==> config.mk <==
export PLATFORM = sky130hd
export DESIGN_NAME = seg7_scan_reader
export DESIGN_NICKNAME = d
export VERILOG_FILES = /design/src/rtl/seg7_scan_reader.sv
export SDC_FILE = /design/constraint.sdc
export NUM_CORES = 1
export LEC_CHECK = 0
export ABC_AREA = 1
export BUFFER_PORTS_ARGS = -buffer_cell sky130_fd_sc_hd__buf_2
export CORE_MARGIN = 2
export CORE_UTILIZATION = 56
export DETAILED_ROUTE_END_ITERATION = 16
export PLACE_DENSITY_LB_ADDON = 0.1
export SETUP_SLACK_MARGIN = 0.1
export SLEW_MARGIN = 20
export SYNTH_ARGS = -nofsm -noshare
export SYNTH_HDL_FRONTEND = slang
export SYNTH_SLANG_ARGS = --single-unit
==> constraint.sdc <==
create_clock -name clk -period 2.36 [get_ports clk]
set_clock_uncertainty 0.1 [all_clocks]
set_input_delay 0.236 -clock clk [delete_from_list [all_inputs] [get_ports clk]]
set_output_delay 0.236 -clock clk [all_outputs]
set_load 0.03 [all_outputs]
==> src/rtl/seg7_scan_reader.sv <==
// ---------------------------------------------------------------------------
// seg7_scan_reader
//
// Snoops a multiplexed 4-digit seven-segment display bus (active-low segments
// and active-low digit enables) and recovers the hex nibble shown on each
// digit. A digit is accepted once its pattern has been stable for
// STABLE_CYCLES consecutive samples. A frame completes when all four digits
// have been accepted.
//
// Parameters:
//   STABLE_CYCLES - consecutive identical samples needed to accept (2..15)
//   ERR_W         - width of the saturating invalid-pattern counter
//
// Ports:
//   clk        - system clock, rising edge
//   reset      - synchronous active-high reset
//   seg[6:0]   - segment bus {g,f,e,d,c,b,a}, active-low
//   an[3:0]    - digit enables, active-low, an[i]=0 selects digit i
//   digits     - accepted nibbles, digit i at [4i+3:4i]
//   blank      - digit i last accepted as all-off
//   seen       - digit i accepted at least once in the current frame
//   frame_done - one-cycle pulse when a frame completes
//   err        - one-cycle pulse on acceptance of an unrecognised pattern
//   err_count  - saturating count of err pulses
// ---------------------------------------------------------------------------
module seg7_scan_reader #(
    parameter int STABLE_CYCLES = 4,
    parameter int ERR_W         = 8
) (
    input  logic             clk,
    input  logic             reset,
    input  logic [6:0]       seg,
    input  logic [3:0]       an,
    output logic [15:0]      digits,
    output logic [3:0]       blank,
    output logic [3:0]       seen,
    output logic             frame_done,
    output logic             err,
    output logic [ERR_W-1:0] err_count
);

    localparam logic [3:0] STABLE     = 4'(STABLE_CYCLES);
    localparam logic [3:0] STABLE_M1  = 4'(STABLE_CYCLES - 1);

    typedef enum logic {
        ST_COLLECT,
        ST_DONE
    } state_t;

    // Input stage plus the previous sample used for the stability compare
    logic [6:0]       r_seg;
    logic [3:0]       r_an;
    logic [6:0]       r_segPrev;
    logic [3:0]       r_anPrev;
    logic [3:0]       r_cnt;

    logic [15:0]      r_digits;
    logic [3:0]       r_blank;
    logic [3:0]       r_seen;
    logic             r_frameDone;
    logic             r_err;
    logic [ERR_W-1:0] r_errCount;
    state_t           r_state;

    logic             w_selValid;
    logic [1:0]       w_selIdx;
    logic             w_same;
    logic [3:0]       w_cntNext;
    logic             w_accept;
    logic             w_codeValid;
    logic             w_codeBlank;
    logic [3:0]       w_nibble;
    logic             w_hit;
    logic [15:0]      w_digitsNext;
    logic [3:0]       w_blankNext;
    logic             w_errNext;
    logic [ERR_W-1:0] w_errCountNext;
    logic [3:0]       w_seenNext;
    state_t           w_stateNext;
    logic             w_frameDoneNext;

    // Exactly one enable low is a valid select; anything else is ignored
    always_comb begin
        w_selValid = 1'b1;
        w_selIdx   = 2'd0;
        case (r_an)
            4'b1110: w_selIdx = 2'd0;
            4'b1101: w_selIdx = 2'd1;
            4'b1011: w_selIdx = 2'd2;
            4'b0111: w_selIdx = 2'd3;
            default: w_selValid = 1'b0;
        endcase
    end

    // Stability counter: acceptance happens only on the step into STABLE,
    // so a held pattern is accepted exactly once
    always_comb begin
        w_same = (r_seg == r_segPrev) && (r_an == r_anPrev);
        if (!w_selValid) begin
            w_cntNext = 4'd0;
        end else if (w_same) begin
            w_cntNext = (r_cnt == STABLE) ? r_cnt : r_cnt + 4'd1;
        end else begin
            w_cntNext = 4'd1;
        end
        w_accept = w_selValid && w_same && (r_cnt == STABLE_M1);
    end

    // Segment decode (active-low, {g,f,e,d,c,b,a})
    always_comb begin
        w_codeValid = 1'b1;
        w_codeBlank = 1'b0;
        w_nibble    = 4'h0;
        case (r_seg)
            7'h40: w_nibble = 4'h0;
            7'h79: w_nibble = 4'h1;
            7'h24: w_nibble = 4'h2;
            7'h30: w_nibble = 4'h3;
            7'h19: w_nibble = 4'h4;
            7'h12: w_nibble = 4'h5;
            7'h02: w_nibble = 4'h6;
            7'h78: w_nibble = 4'h7;
            7'h00: w_nibble = 4'h8;
            7'h10: w_nibble = 4'h9;
            7'h08: w_nibble = 4'hA;
            7'h03: w_nibble = 4'hB;
            7'h46: w_nibble = 4'hC;
            7'h21: w_nibble = 4'hD;
            7'h06: w_nibble = 4'hE;
            7'h0E: w_nibble = 4'hF;
            7'h7F: begin
                w_codeValid = 1'b0;
                w_codeBlank = 1'b1;
            end
            default: w_codeValid = 1'b0;
        endcase
    end

    // Per-digit update on acceptance; invalid codes only raise err
    always_comb begin
        w_digitsNext   = r_digits;
        w_blankNext    = r_blank;
        w_errNext      = 1'b0;
        w_errCountNext = r_errCount;
        w_hit          = w_accept && (w_codeValid || w_codeBlank);
        if (w_accept) begin
            if (w_codeValid) begin
                w_digitsNext[w_selIdx*4 +: 4] = w_nibble;
                w_blankNext[w_selIdx]         = 1'b0;
            end else if (w_codeBlank) begin
                w_blankNext[w_selIdx] = 1'b1;
            end else begin
                w_errNext = 1'b1;
                if (r_errCount != {ERR_W{1'b1}}) begin
                    w_errCountNext = r_errCount + 1'b1;
                end
            end
        end
    end

    // Frame FSM: in DONE the seen clear applies before any same-cycle set
    always_comb begin
        w_seenNext      = (r_state == ST_DONE) ? 4'h0 : r_seen;
        w_stateNext     = ST_COLLECT;
        w_frameDoneNext = 1'b0;
        if (w_hit) begin
            w_seenNext[w_selIdx] = 1'b1;
        end
        if ((r_state == ST_COLLECT) && w_hit && (w_seenNext == 4'hF)) begin
            w_stateNext     = ST_DONE;
            w_frameDoneNext = 1'b1;
        end
    end

    // All state registers; the input stage resets to an invalid select so
    // the first post-reset acceptance needs a full run of fresh samples
    always_ff @(posedge clk) begin
        if (reset) begin
            r_seg       <= 7'h7F;
            r_an        <= 4'hF;
            r_segPrev   <= 7'h7F;
            r_anPrev    <= 4'hF;
            r_cnt       <= 4'd0;
            r_digits    <= 16'h0000;
            r_blank     <= 4'hF;
            r_seen      <= 4'h0;
            r_frameDone <= 1'b0;
            r_err       <= 1'b0;
            r_errCount  <= '0;
            r_state     <= ST_COLLECT;
        end else begin
            r_seg       <= seg;
            r_an        <= an;
            r_segPrev   <= r_seg;
            r_anPrev    <= r_an;
            r_cnt       <= w_cntNext;
            r_digits    <= w_digitsNext;
            r_blank     <= w_blankNext;
            r_seen      <= w_seenNext;
            r_frameDone <= w_frameDoneNext;
            r_err       <= w_errNext;
            r_errCount  <= w_errCountNext;
            r_state     <= w_stateNext;
        end
    end

    assign digits     = r_digits;
    assign blank      = r_blank;
    assign seen       = r_seen;
    assign frame_done = r_frameDone;
    assign err        = r_err;
    assign err_count  = r_errCount;

endmodule

=== Word-level counts from Yosys, hierarchy flattened ===
Cells that the tools add are included.

* Register bits: 60
* Bits of input ports: 13
* Output and inout port bits: 34
* Word-level logic and storage cells: 90

* Add/sub/neg operators: 3
* $lt $le $gt $ge: 2
* Equal/unequal tests: 27
* Shifts and indexed selects: 2
* Mux-type cells: 16
* Bitwise gates (word level): 10
* Reductions and logical operators: 18

{| class="wikitable"
|+ Operators with widths
! cell !! number
|-
| $pmux 4 s15 || 1
|-
| $eq 7x7->1 const B || 5
|-
| $neg 4->34 || 1
|-
| $shift 4x34->16 const A || 1
|-
| $shiftx 4x34->16 || 1
|-
| $eq 7x5->1 const B || 3
|-
| $eq 7x6->1 const B || 3
|-
| $bwmux 16 || 1
|-
| $eq 4x4->1 const B || 4
|-
| $mux 4 || 4
|-
| $reduce_or 16->1 || 1
|-
| $eq 7x2->1 const B || 2
|-
| $eq 7x4->1 const B || 2
|-
| $add 8x1->8 const B || 1
|-
| $eq 4x3->1 const B || 2
|-
| $mux 1 || 8
|-
| $ne 8x8->1 const B || 1
|-
| $or 4x4->4 || 2
|-
| $eq 7x3->1 const B || 1
|-
| $eq 7x7->1 || 1
|-
| $logic_and 1x1->1 || 7
|-
| $logic_not 7->1 || 1
|-
| $not 1->1 || 6
|-
| $pmux 2 s3 || 1
|-
| 16 further kinds || 18
|}

=== Depth between registers and ports, before layout ===
Gate-level depths: netlist (run 1).

* Depth in word-level cells: 11
* Mapped depth: 16
* Mapped depth without buffers: 15

=== Worst setup path before layout (run 1) ===
No wires, ideal clock.

* Kind: reg-to-reg
* Start: register r_an[2]
* End: register r_digits[3] (netlist: digits[3])
* Setup time: 0.065 ns
* Data arrival time: 1.676 ns
* Required time: 2.195 ns
* Path slack: 0.519 ns
* Stages on the path, launching flop included: 10
* Buffers on the path: 0
* Clock period less this slack: 1.841 ns
* Path through: dfxtp_1 > nand2_1 > nor3_1 > a31oi_2 > ha_1 > inv_1 > nand2_1 > o21ai_0 > o21ai_0 > nor2_1

* Longest elaborated chain between the ends: 6
* Elaborated cells between the ends (all ways): 16
* Classes of those cells: add/sub (1); eq/ne (5); shift (2); mux (3); reduce/logical (5)

{| class="wikitable"
|+ Ends and longest elaborated chain
! item !! line !! RTL
|-
| start: declaration || 52 || <nowiki>logic [3:0] r_an;</nowiki>
|-
| start signal: assignment || 193 || <nowiki>r_an <= an;</nowiki>
|-
| parallel branches: the longest is 6 deep, another holds $neg 4->34 || -- ||
|-
| end signal: assignment || 197 || <nowiki>r_digits <= w_digitsNext;</nowiki>
|-
| end: declaration || 57 || <nowiki>logic [15:0] r_digits;</nowiki>
|}

Several ways; the timed one is not identified.
A chain may end at the register's enable or synchronous reset.

=== Worst setup path in the final report (run 1) ===
* Start: register r_an[2]
* End: register r_digits[9] (netlist: digits[9])

The elaborated chain is that of the path after synthesis.

==> run metrics, run 1 <==
met2 Track Usage GR=0.390; TritonCTS buffer count=9; Syn Nets=414; FF/Latch Area=about 0.0012 mm²; routed vias/inst=5.09; Worst path max stage delay=roughly 0.43 ns; Setup crit end kind=flop; Remaining DRCs=0; Ant. Diodes=0; clk sink count=60; Setup Fix Bufs, Post-CTS=0; drt initial violations=~170; GPL Wtd Cong=approximately 0.87; Final HPWL DP=between 4 and 5 mm; Remaining Overflow, GRT=0; Layout fillers=between 400 and 500; critical path startpoint=r_an[2]; Core Box Area=0.00514 mm²; worst skew pair latency=between 0.3 and 0.4 ns; Mapped Area=roughly 0.003 mm²; Routed WL=6.37 mm; normalized max-slew margin=0.607; pwr/cell area=between 600 and 700 mW/mm²; TritonCTS clock tree=done; area of the multi-input gates=roughly 0.0016 mm²; setup TNS=0 ns; deepest clock path buffer count=2; worst endpoint data arrival time=2.28 ns; MaxCap Viol Count=0; Max FO, Critical Path=9; gr usage total=0.229; Worst Path Required=approximately 2.5 ns; Layout area overhead=22.5%; H-tree lvl count=3; area leader, netlist=dfxtp_1; Critical Path, Cell by Cell=nand2_1 > nor3_2 > a31oi_4 > ha_2 > inv_1 > nor3_1 > nand3_1 > a21oi_1; Leakage=between 1.5 and 2 nW; unrepaired setup endpoints after global routing=yes; Seq/Total Area, Yosys=0.401; Final Max Slew Viols=0; min Tclk post-route=about 2.1 ns; grt peak-use layer=met2; largest net degree at the start of global routing=35; Setup CP Type=flop to flop; Max Fclk=about 0.47 GHz; synthesis warning total=0; final setup violation count=0; Hold Startpoint=an[1]; layout cells sized above 1=0.273; Primary FF master, synth=dfxtp_1; M3 GR Usage=0.0365; Worst Max-Slew Pin Slew=between 0.5 and 0.6 ns; die area=just under 0.006 mm²; ys async rst share=0; status=finished, final reports clean; slowest CP cell=dfxtp_1; library cells used by synthesis=30; Hold Vio Cnt, Final=0; Yosys reg bits=60; drt first pass iters=5; fin nets=~470; DIE HEIGHT=between 70 and 80 µm; number of synthesized flops with an enable pin=0; most frequent cell after synthesis=nand2_1; worst vdd ir=roughly 540 µV; Buf+Inv Stages, Crit Path=1; first-pass GRT wire length=11.1 mm; root buf cell=clkbuf_8; Top delay family on crit path=simple AND/OR/NAND/NOR gates; FP Rows=26; io pins=47; Worst-path clk slew=about 0.07 ns; GR Layer Usage met1=0.291; Post-Place Cell Area=around 0.0033 mm²; antenna-violating nets left=0; Avg Synthesized Cell Area=between 7 and 8 µm²; reg-to-reg startpoint=r_an[2]; top cell type's share of synthesized area=0.401; initial antenna violation count=0; via count=between 2k and 3k; top post-synthesis cells by count=84 x nand2_1, 60 x dfxtp_1, 35 x nor2_1; Post-Synthesis Cells=around 390; hold crit path type=input pin to flop; Critical Path Source Type=flop; Buffers on Ports=46; Die X=about 77 µm; vias in the first global route=~2.6k; WL/cell=roughly 12 µm; Starting Density=0.583; top cells by area, synth=dfxtp_1 40%, nand2_1 11%, nand3_1 4.7%, nor2_1 4.4%, a21oi_1 4.2%; design area=0.00367 mm²; Tcrit/Tclk final=0.900
==> per-stage QoR <==
step | hold WS, ns | power [mW] | util | std cells | setup slack, ns
global route | 0.00553 | 2.54 | 0.714 | 528 | 0.0906
finish | 0.0168 | 2.45 | 0.714 | 528 | 0.236
CTS | 0.000955 | 2.46 | 0.710 | 528 | 0.196
floorplan | 0.240 | 1.21 | - | 393 | 0.519
detailed placement | 0.320 | 1.25 | 0.638 | 502 | 0.232
global placement | 0.318 | 1.24 | 0.638 | 502 | 0.321
==> sequential cells by signal, summed over array words and instances, names as in the netlist, named ones only <==
signal     count
seen           4
r_state        1
r_cnt          4
err_count      8
digits        16
err            1
r_seg          7
r_anPrev       4
r_an           4
r_segPrev      7
==> per-layer routing <==
metal	wire [µm]	up-vias
met5	0	-
met4	70	0
met3	342	6
met2	3080	70
met1	2870	1220
li1	-	1389
==> path summary, 6_finish.rpt <==
check / endpoint / slack [ns] / cells after the start
max: digits[9] / 0.24 / 8
min reg2reg: digits[15] / 0.36 / 2
min: r_an[1] / 0.02 / 2
max reg2reg: digits[9] / 0.24 / 8
==> power breakdown <==
group	leakage, nW	internal, mW	switching [mW]
sequential	0.489	1.03	0.0235
combinational	1.13	0.0724	0.118
clock	0.136	0.818	0.390
total	1.76	1.92	0.531
==> layout make-up <==
class | instances | share of cell area
tap | 70 | 0.0239
timing repair buffer | 58 | 0.0941
sequential | 60 | 0.327
multi-input combinational | 284 | 0.440
clock buffer | 13 | 0.0488
inverter | 40 | 0.0409
clock inverter | 3 | 0.0246
==> placed cells by master, fill, tap and decap left out, types with 10 or more instances in the layout <==
cell type / count
or2_2: 12
dfxtp_1: 60
inv_1: 31
a21oi_1: 25
nor2_1: 35
nand3_1: 27
buf_2: 46
dlygate4sd3_1: 10
xnor2_1: 13
clkbuf_8: 13
nand2_1: 84
nor2_2: 11
==> cells by family after synthesis <==
kind of cell	Yosys count	synth area share
adder cells (fa/ha/maj)	8	0.0334
AO/OA/AOI/OAI	45	0.0840
flip-flops	60	0.401
XOR/XNOR	15	0.0439
buffers and inverters	49	0.0664
AND/OR/NAND/NOR	216	0.371
==> what timing repair did <==
item,in CTS,in global routing
gates resized for setup,0,4
hold buffers,10,0
setup endpoints to repair,0,13
hold endpoints to repair,10,0
(Power assumes the default switching activity.)
==> inputs of run 2 (changes only) <==
--- a/config.mk
+++ b/config.mk
@@ -7,8 +7,10 @@
 export LEC_CHECK = 0
 export ABC_AREA = 1
 export BUFFER_PORTS_ARGS = -buffer_cell sky130_fd_sc_hd__buf_2
+export CELL_PAD_IN_SITES_DETAIL_PLACEMENT = 1
+export CELL_PAD_IN_SITES_GLOBAL_PLACEMENT = 1
 export CORE_MARGIN = 2
-export CORE_UTILIZATION = 56
+export CORE_UTILIZATION = 41
 export DETAILED_ROUTE_END_ITERATION = 16
 export PLACE_DENSITY_LB_ADDON = 0.1
 export SETUP_SLACK_MARGIN = 0.1
==> constraint.sdc (replaced) <==
create_clock -name clk -period 2.14 [get_ports clk]
set_clock_uncertainty 0.1 [all_clocks]
set_input_delay 0.214 -clock clk [delete_from_list [all_inputs] [get_ports clk]]
set_output_delay 0.214 -clock clk [all_outputs]
set_load 0.03 [all_outputs]
==> run metrics, run 2 (same netlist as run 1, synthesis figures left out) <==
deepest clock path buffer count=2; commonest non-fill, non-tap cell in the layout=nand2_1; Final Hold Slack=around 0.27 ns; worst skew pair latency=0.35 ns; Max Fclk=roughly 0.52 GHz; Setup CP Type=flop to flop; drt first pass iters=4; drt initial violations=between 60 and 70; routed vias/inst=4.91; via count=2,786; die area=between 0.008 and 0.009 mm²; Setup crit end kind=flop; io pins=between 40 and 50; normalized max-slew margin=0.630; Remaining DRCs=0; WL/cell=about 14 µm; Final Max Slew Viols=0; Worst Max-Slew Pin Slew=~0.55 ns; Power Total=roughly 2.6 mW; TritonCTS buffer count=9; Max FO, Critical Path=6; largest net degree at the start of global routing=34; Worst-path clk slew=0.07 ns; hold crit path type=input pin to flop; Ant. Diodes=0; first-pass GRT wire length=13.0 mm; FP Rows=31; Layout area overhead=30.1%; most frequent cells in the layout=82 x nand2_1, 49 x dfxtp_1, 46 x buf_2, 34 x nor2_1, 28 x inv_1; Critical Path Source Type=flop; Hold Vio Cnt, Final=0; max FFs per register=16; H-tree lvl count=3; Starting Density=0.417; status=finished, final reports clean; Tcrit/Tclk final=0.903; TritonCTS clock tree=done; Final HPWL DP=approximately 5.6 mm; worst endpoint data arrival time=2.11 ns; Routed WL=approximately 8.2 mm; GPL Wtd Cong=just under 0.9; antenna-violating nets left=0; Remaining Overflow, GRT=0; DIE HEIGHT=just under 90 µm; fin nets=484; unrepaired setup endpoints after global routing=yes; Worst Path Required=2.32 ns; root buf cell=clkbuf_8; clk sink count=60; Core Box Area=between 0.007 and 0.008 mm²; gr usage total=0.213; initial antenna violation count=0; vias in the first global route=~2.8k; MaxCap Viol Count=0; Die X=just under 90 µm; min Tclk post-route=1.93 ns; Leakage=roughly 1.8 nW; Buffers on Ports=46; final setup violation count=0; layout cells sized above 1=0.333; worst vdd ir=roughly 390 µV; pwr/cell area=between 600 and 700 mW/mm²
run 2: critical path: stages, from the launching register on:
cell and delay, ns:
dfxtp_2 0.39, nand2_2 0.12, nor3_4 0.23, a31oi_4 0.07, buf_4 0.18, inv_2 0.08, ha_1 0.19, inv_1 0.08
nor2_4 0.17, nand3_1 0.11, a21oi_1 0.15
run 2: path summary, 6_finish.rpt:
path	from	endpoint	slack (ns)	cells after the start
setup reg to reg	r_an[2]	digits[4]	0.21	10
hold reg to reg	digits[6]	digits[6]	0.37	2
hold / removal	reset	digits[11]	0.27	3
setup / recovery	r_an[2]	digits[4]	0.21	10
run 2: metrics by stage:
| step | instances | area (µm²) | util | setup slack, ns | setup TNS [ns] |
|---|---|---|---|---|---|
| after floorplan | 393 | 2990 | - | 0.299 | 0 |
| final | 567 | 3890 | 0.543 | 0.207 | 0 |
| after CTS | 559 | 3690 | 0.515 | 0.0783 | 0 |
| after detailed placement | 532 | 3320 | 0.463 | -0.00952 | -0.00952 |
| after global placement | 532 | 3320 | 0.463 | 0.0701 | 0 |
| after global routing | 567 | 3890 | 0.543 | 0.0774 | 0 |
run 2: routing by layer:
| metal | vias to the layer above | wire length, µm | GRT usage |
|---|---|---|---|
| li1 | 1419 | - | - |
| met1 | 1317 | 3690 | 0.253 |
| met2 | 38 | 4160 | 0.380 |
| met3 | 12 | 212 | 0.0323 |
| met4 | 0 | 131 | 0.0936 |
| met5 | - | 0 | 0 |
run 2: report_power, final:
group | total, mW | internal (mW) | switching, mW
logic | 0.254 | 0.101 | 0.153
registers | 1.17 | 1.14 | 0.0299
clock network | 1.20 | 0.721 | 0.482
total | 2.62 | 1.96 | 0.664
run 2: cell type report:
class | instances | area (µm²)
clock buffers | 11 | 151
fillers | 913 | 3280
multi-input cells | 286 | 1750
flip-flops and latches | 60 | 1230
inverters | 40 | 153
well taps | 99 | 124
clock inverters | 5 | 83.8
repair buffers | 66 | 408
run 2: repair_timing:
| item | CTS | global route |
|---|---|---|
| cloned | 0 | 2 |
| buffers inserted | 0 | 6 |
| hold buffers | 11 | 0 |
| hold endpoints to repair | 11 | 0 |
| pin swaps | 2 | 10 |
| setup endpoints to repair | 20 | 30 |
| gates resized for setup | 8 | 37 |
